$ cat config.mk
export PLATFORM = sky130hd
export DESIGN_NAME = master_request_router
export DESIGN_NICKNAME = d
export VERILOG_FILES = /design/src/rtl/router_pkg.sv /design/src/rtl/master_request_router_slave_addr_decoder.sv /design/src/rtl/master_request_router.sv
export SDC_FILE = /design/constraint.sdc
export NUM_CORES = 1
export LEC_CHECK = 0
export ABC_AREA = 0
export ABC_CLOCK_PERIOD_IN_PS = 6000
export BUFFER_PORTS_ARGS = -buffer_cell sky130_fd_sc_hd__buf_4
export CAP_MARGIN = 25
export CORE_AREA = 5 5 116 118
export DETAILED_ROUTE_END_ITERATION = 8
export DIE_AREA = 0 0 121 123
export PLACE_DENSITY = 0.85
export SLEW_MARGIN = 10
export SYNTH_ARGS = -nofsm -noshare
export SYNTH_HDL_FRONTEND = slang
export SYNTH_SLANG_ARGS = --single-unit
$ cat constraint.sdc
create_clock -name clk -period 6 [get_ports clk]
set_input_delay 0.3 -clock clk [delete_from_list [all_inputs] [get_ports clk]]
set_output_delay 0.3 -clock clk [all_outputs]
set_load 0.03 [all_outputs]
$ cat src/rtl/router_pkg.sv
// Shared types for the per-master request router.
package router_pkg;

    typedef enum logic [1:0] {
        IDLE      = 2'd0,
        REQ       = 2'd1,
        WAIT_RESP = 2'd2,
        ERR       = 2'd3
    } state_t;

    typedef enum logic {
        CMD_READ  = 1'b0,
        CMD_WRITE = 1'b1
    } cmd_t;

endpackage

$ cat src/rtl/master_request_router_slave_addr_decoder.sv
// Select field to one-hot slave decode; handles non-power-of-two slave counts.
module slave_addr_decoder #(
    parameter int QTY_OF_DEVICES = 4,
    parameter int SEL_W          = $clog2(QTY_OF_DEVICES)
) (
    input  logic [SEL_W-1:0]          sel,
    input  logic                      en,
    output logic [QTY_OF_DEVICES-1:0] onehot,
    output logic                      in_range
);

    // Codes at or above QTY_OF_DEVICES match no bit, so in_range falls out.
    always_comb begin
        onehot = '0;
        for (int i = 0; i < QTY_OF_DEVICES; i++) begin
            onehot[i] = en && (sel == SEL_W'(i));
        end
    end

    assign in_range = |onehot;

endmodule

$ cat src/rtl/master_request_router.sv
// Per-master front end: capture, decode, request/grant, read response, timeout.
module master_request_router
    import router_pkg::*;
#(
    parameter int QTY_OF_DEVICES = 4,
    parameter int ADDR_W         = 32,
    parameter int DATA_W         = 32,
    parameter int TIMEOUT_CYCLES = 255
) (
    input  logic                             clk,
    input  logic                             rst_n,
    input  logic                             m_req,
    input  logic                             m_cmd,
    input  logic [ADDR_W-1:0]                m_addr,
    input  logic [DATA_W-1:0]                m_wdata,
    output logic                             m_busy,
    output logic                             m_ack,
    output logic                             m_resp,
    output logic [DATA_W-1:0]                m_rdata,
    output logic                             m_err,
    output logic [QTY_OF_DEVICES-1:0]        request_to_arbiters,
    output logic                             s_cmd,
    output logic [ADDR_W-1:0]                s_addr,
    output logic [DATA_W-1:0]                s_wdata,
    input  logic [QTY_OF_DEVICES-1:0]        grant_from_arbiters,
    input  logic [QTY_OF_DEVICES-1:0]        resp_from_slaves,
    input  logic [QTY_OF_DEVICES*DATA_W-1:0] rdata_from_slaves
);

    localparam int SEL_W = $clog2(QTY_OF_DEVICES);
    localparam int CNT_W = $clog2(TIMEOUT_CYCLES + 1);
    localparam logic [CNT_W-1:0] LAST = CNT_W'(TIMEOUT_CYCLES - 1);

    state_t                    state_q, state_d;
    logic [CNT_W-1:0]          cnt_q, cnt_d;
    logic [SEL_W-1:0]          sel_q, sel_d;
    logic [QTY_OF_DEVICES-1:0] req_d;
    logic                      busy_d, ack_d, resp_d, err_d;
    logic [DATA_W-1:0]         rdata_d;
    logic                      cmd_d;
    logic [ADDR_W-1:0]         addr_d;
    logic [DATA_W-1:0]         wdata_d;

    logic                      dec_en;
    logic [QTY_OF_DEVICES-1:0] dec_oh;
    logic                      dec_ok;
    logic                      hit_grant;
    logic                      sel_resp;
    logic [DATA_W-1:0]         sel_rdata;

    assign dec_en = (state_q == IDLE) && m_req;

    slave_addr_decoder #(
        .QTY_OF_DEVICES (QTY_OF_DEVICES),
        .SEL_W          (SEL_W)
    ) u_dec (
        .sel      (m_addr[ADDR_W-1 -: SEL_W]),
        .en       (dec_en),
        .onehot   (dec_oh),
        .in_range (dec_ok)
    );

    // Only the bit we are driving counts; stray grants are ignored.
    assign hit_grant = |(grant_from_arbiters & request_to_arbiters);

    always_comb begin
        sel_resp  = 1'b0;
        sel_rdata = '0;
        for (int i = 0; i < QTY_OF_DEVICES; i++) begin
            if (sel_q == SEL_W'(i)) begin
                sel_resp  = resp_from_slaves[i];
                sel_rdata = rdata_from_slaves[i*DATA_W +: DATA_W];
            end
        end
    end

    always_comb begin
        state_d = state_q;
        cnt_d   = cnt_q;
        sel_d   = sel_q;
        req_d   = '0;
        ack_d   = 1'b0;
        resp_d  = 1'b0;
        err_d   = 1'b0;
        rdata_d = '0;
        cmd_d   = s_cmd;
        addr_d  = s_addr;
        wdata_d = s_wdata;
        unique case (state_q)
            IDLE: begin
                if (m_req) begin
                    cmd_d   = m_cmd;
                    addr_d  = m_addr;
                    wdata_d = m_wdata;
                    sel_d   = m_addr[ADDR_W-1 -: SEL_W];
                    cnt_d   = '0;
                    if (dec_ok) begin
                        state_d = REQ;
                        req_d   = dec_oh;
                    end else begin
                        state_d = ERR;
                    end
                end
            end
            REQ: begin
                // Grant beats a simultaneous timeout.
                if (hit_grant) begin
                    ack_d   = 1'b1;
                    cnt_d   = '0;
                    state_d = (cmd_t'(s_cmd) == CMD_WRITE) ? IDLE : WAIT_RESP;
                end else if (cnt_q == LAST) begin
                    state_d = ERR;
                end else begin
                    cnt_d = cnt_q + 1'b1;
                    req_d = request_to_arbiters;
                end
            end
            WAIT_RESP: begin
                if (sel_resp) begin
                    resp_d  = 1'b1;
                    rdata_d = sel_rdata;
                    state_d = IDLE;
                end else if (cnt_q == LAST) begin
                    state_d = ERR;
                end else begin
                    cnt_d = cnt_q + 1'b1;
                end
            end
            ERR: begin
                resp_d  = 1'b1;
                err_d   = 1'b1;
                state_d = IDLE;
            end
            default: begin
                state_d = IDLE;
            end
        endcase
        busy_d = (state_d != IDLE);
    end

    always_ff @(posedge clk or negedge rst_n) begin
        if (!rst_n) begin
            state_q             <= IDLE;
            cnt_q               <= '0;
            sel_q               <= '0;
            request_to_arbiters <= '0;
            m_busy              <= 1'b0;
            m_ack               <= 1'b0;
            m_resp              <= 1'b0;
            m_err               <= 1'b0;
            m_rdata             <= '0;
            s_cmd               <= 1'b0;
            s_addr              <= '0;
            s_wdata             <= '0;
        end else begin
            state_q             <= state_d;
            cnt_q               <= cnt_d;
            sel_q               <= sel_d;
            request_to_arbiters <= req_d;
            m_busy              <= busy_d;
            m_ack               <= ack_d;
            m_resp              <= resp_d;
            m_err               <= err_d;
            m_rdata             <= rdata_d;
            s_cmd               <= cmd_d;
            s_addr              <= addr_d;
            s_wdata             <= wdata_d;
        end
    end

endmodule

# --- Word level (Yosys, flattened, before mapping) ---
# Index checks and enable logic that the tools add are counted.
op_classes:
  bitwise_logic: 1
  n_eq_ne: 13
  add_sub_neg: 1
  n_mux: 32
  reduce_logical: 14
op_table:
  columns: ["operator", "count"]
  rows:
  - ["two-way mux 32 bit", 6]
  - ["two-way mux 8 bit", 4]
  - ["case mux 8 bit (3 select lines)", 1]
  - ["two-way mux 4 bit", 4]
  - ["equality test 2 bit (second input constant)", 6]
  - ["two-way mux 2 bit", 6]
  - ["adder 8 x 1 -> 8 bit (second input constant)", 1]
  - ["equality test 8 bit (second input constant)", 1]
  - ["two-way mux 1 bit", 8]
  - ["case mux 2 bit (4 select lines)", 1]
  - ["case mux 4 bit (2 select lines)", 1]
  - ["OR reduction 4 bit", 2]
  - ["equality test 2 x 1 -> 1 bit (second input constant)", 3]
  - ["logical NOT 2 bit", 3]
  - ["logical AND 1 bit", 5]
  - ["AND 4 bit", 1]
  - ["!= test 2 bit (second input constant)", 2]
  - ["!= test 3 bit (second input constant)", 1]
  - ["AND reduction 3 bit", 1]
  - ["nonzero test 3 bit", 1]
  - ["case mux 1 bit (2 select lines)", 1]
  - ["AND reduction 2 bit", 1]
  - ["nonzero test 2 bit", 1]
totals:
  in_bits: 204
  regBits: 117
  word_cells: 73

# --- Logic depth before layout (Yosys ltp) ---
logic_depth:
  ltp_word: 8
  mapped_depth: 8
  ltp_nobuf: 6

# --- By module ---
# From an unflattened synthesis, not the netlist that was laid out.
hier_totals:
  hier_cells: 355
  area_unflattened_um2: 5306.3
modules_own_cells:
  columns: ["mod", "area_each_um2", "seq_area_each_um2", "cells_per_inst", "instances"]
  rows:
  - ["master_request_router", 5265.0, 2877.8, 350, 1]
  - ["slave_addr_decoder", 41.3, 0.0, 5, 1]

# --- Worst setup path before layout ---
# No wires, ideal clock.
synth_path:
  kind: "flip-flop to flip-flop"
  from: "register, netlist name s_addr[30]"
  to: "register cnt_q[0]"
  stages_incl_launch_ff: 7
  path_buffers: 2
  setup_slack_ns: 3.880
  t_arrival_ns: 1.999
  setup_ns: 0.121
  synth_period_minus_slack_ns: 2.120
  path_cell_list: "dfrtp_1 > buf_6 > mux4_2 > a211oi_4 > buf_6 > o21ai_2 > a22o_1"
synth_rtl:
  columns: ["item", "line", "text"]
  rows:
  - ["end signal: assignment", "master_request_router.sv:157", "cnt_q <= cnt_d;"]
  - ["end: declaration", "master_request_router.sv:35", "logic [CNT_W-1:0] cnt_q, cnt_d;"]

==> out/results.txt <==
status: complete, no violations
crit path DAT: 2.86 ns
Synth Cell Area: 0.00528 mm^2
Max clock buf depth: 2
asr flop ratio synth: 100%
setup ws final: 3.47 ns
Crit Path Max Fanout: 35
Die ar.: 0.0149 mm^2
clock skew: 0.00757 ns
Period minus WS final: 2.53 ns
compound-cell area share of the yosys netlist: 5.60%
setup violators final: 0
final core occ: 67.6%
register area share after synthesis: 54.6%
ANT nets after route: 0
CP max stage cell: mux4_2
Final Cell Area: 0.00836 mm^2
Die X: 121 um
Cell Count Post-Placement: 813
Die Y: 123 um
PostCTS Resize Cnt: 0
initial antenna violation count: 1
Hold Crit Class: input pin to register
sw frac: 19.4%
Post-Synth XOR/XNOR Area: 0%
Startpoint Class: register
Comb power frac: 7.1%
Finished Layout Cells: 847
vias in the first global route: 4726
synthesized area per cell: 14.9 um^2
largest family of logic cells by synthesized area: multiplexers
max-cap viol count: 0
Area Overhead vs Synth: 58.5%
Clk Latency, worst-skew pair: 0.41 ns
via count: 4483
max-slew violation count: 0
clock root buffer: clkbuf_16
DRT iter0 DRCs: 354
CTS tree: yes
fin crit share: 42.2%
placed wire-length estimate: 13400 um
DR DRC count: 0
max incr delay on CP: 0.65 ns
RR Startpoint: s_addr[31]
worst setup path start: s_addr[31]
post-synthesis mux area share: 28.6%
clock slew at reported path FFs: 0.05 ns
share of cells above drive strength 1: 66.8%
Fin. Hold Viols: 0
WL/cell: 20.1 um
htree depth: 4
PortBufs: 308
Critical Path RT: 6.32 ns
Max Fclk: 395 MHz
Starting Density: 42.7%
crit-path cells: buf_4, mux4_2, a211oi_4, a21boi_0, a2bb2oi_1
ys flop type: dfrtp_1
post-synthesis sequential element count: 115
Cell Area, Placed: 0.00771 mm^2
Mapped Cells: 355
CTS Buf Count: 17
Hold Slack: 0.114 ns
switching power: 0.381 mW
post-synthesis cell type count: 40
total track usage: 22.3%
Vias per Instance: 5.29
HP Start: m_cmd
peak supply drop: 0.164 mV
final WL: 17000 um
Tot Pwr: 1.97 mW
Ant. Diodes: 0
I/O pins: 309
GRT overflow: 0
final net count: 873
Post-Synth Adder-Cell Area: 1.66%
sum of negative setup slack: 0 ns
core box area: 0.0124 mm^2
pwr dens: 236 mW/mm^2
max-slew headroom at the worst pin: 49.3%
Simple-Gate Fraction of Synth Area: 6.88%
Post-Syn Nets: 566
number of synthesized flops with an enable pin: 0
row count: 41
critical path type: register to register
cell-internal power: 1.59 mW
Pleak: 4.46 nW
gpl congestion: 0.869
worst-margin pin slew: 0.760 ns
number of synthesis warnings: 0
DP Worst Slack: 3.51 ns
Critical Path Sink Type: register
RSZ-0062 raised after global routing: no
Initial DRT Pass Iterations: 5
largest net degree at the start of global routing: 63
Reg power frac: 39.4%
TritonCTS Sinks: 115
setup bufs post-CTS: 0
first-pass GRT wire length: 25200 um
Clk network pwr share: 53.5%
[critical path, delay by kind of cell, from the launching register on]
family / cells / cell delay, ns
AO/OA/AOI/OAI: 3 / 1.06
buffers and inverters: 1 / 0.39
flip-flops: 1 / 0.33
multiplexers: 1 / 0.65
[power groups by stage]
stage	registers, mW	logic (mW)	clock network [mW]
2_1_floorplan	0.790	0.0191	0
3_3_place_gp	0.790	0.138	0
3_5_place_dp	0.790	0.140	0
4_1_cts	0.776	0.141	1.07
5_1_grt	0.776	0.151	1.10
6_report	0.777	0.140	1.05
[logic make-up after synthesis]
logic type | Yosys count
fa+ha+maj | 7
compound gates | 38
buf+inv | 32
simple gates | 62
flops | 115
mux | 101
[cell type report]
type | count | area (um^2)
multi-input combinational | 208 | 2260
clock buffer | 22 | 464
clock inverter | 10 | 155
timing repair buffer | 314 | 2370
tap | 172 | 215
inverter | 6 | 22.5
sequential | 115 | 2880
fill | 860 | 4000
[cells in the final DEF (no fill, tap or decap), types with 6 or more instances in the layout]
cell type	instances
a21oi_1	9
and3_1	36
buf_4	312
clkbuf_16	17
dfrtp_1	114
ha_1	7
inv_1	6
mux2_2	68
mux4_2	33
nand2_1	6
[Yosys cell counts (3+ instances only)]
| library cell | instances | area [um^2] |
|---|---|---|
| dfrtp_1 | 115 | 2880 |
| mux2_2 | 68 | 766 |
| and3_1 | 36 | 225 |
| mux4_2 | 33 | 743 |
| clkbuf_1 | 14 | 52.6 |
| a21oi_1 | 9 | 45.0 |
| ha_1 | 7 | 87.6 |
| buf_2 | 6 | 30.0 |
| inv_1 | 6 | 22.5 |
| nand2_1 | 6 | 22.5 |
| buf_1 | 4 | 15.0 |
| nor2_1 | 4 | 15.0 |
| o21ai_0 | 4 | 20.0 |
| a22o_1 | 3 | 26.3 |
| a22oi_1 | 3 | 22.5 |
| and2_1 | 3 | 18.8 |
| nand3_1 | 3 | 15.0 |
[final timing paths]
kind                               endpoint  cells past startpoint  slack (ns)
worst min-delay path                  s_cmd                      3        0.11
max in group asynchronous        s_addr[30]                      3        4.26
worst min register to register  s_wdata[25]                      1        0.50
worst max register to register     cnt_q[5]                      5        3.47
min in group asynchronous       s_wdata[24]                      2        0.52
worst max-delay path               cnt_q[5]                      5        3.47
[routing by layer]
metal,share of wire [%],wire [um],track usage [%]
met3,8.8,1490,7.09
met1,35,6030,24.8
met5,0.12,20,0
met2,52,8910,39.2
met4,3.4,571,10.3
[state kept, by name (all words and copies together), names as in the netlist]
signal	cells
m_err	1
request_to_arbiters	4
m_resp	1
s_cmd	1
m_ack	1
s_addr	32
state_q	2
s_wdata	32
m_rdata	32
cnt_q	8
m_busy	1
[repair_timing]
item,4_1_cts,5_1_grt
endpoints found under the hold margin,57,0
setup endpoints to repair,0,0
hold buffers,1,0
Note: power is estimated with default switching activity, not from simulation.
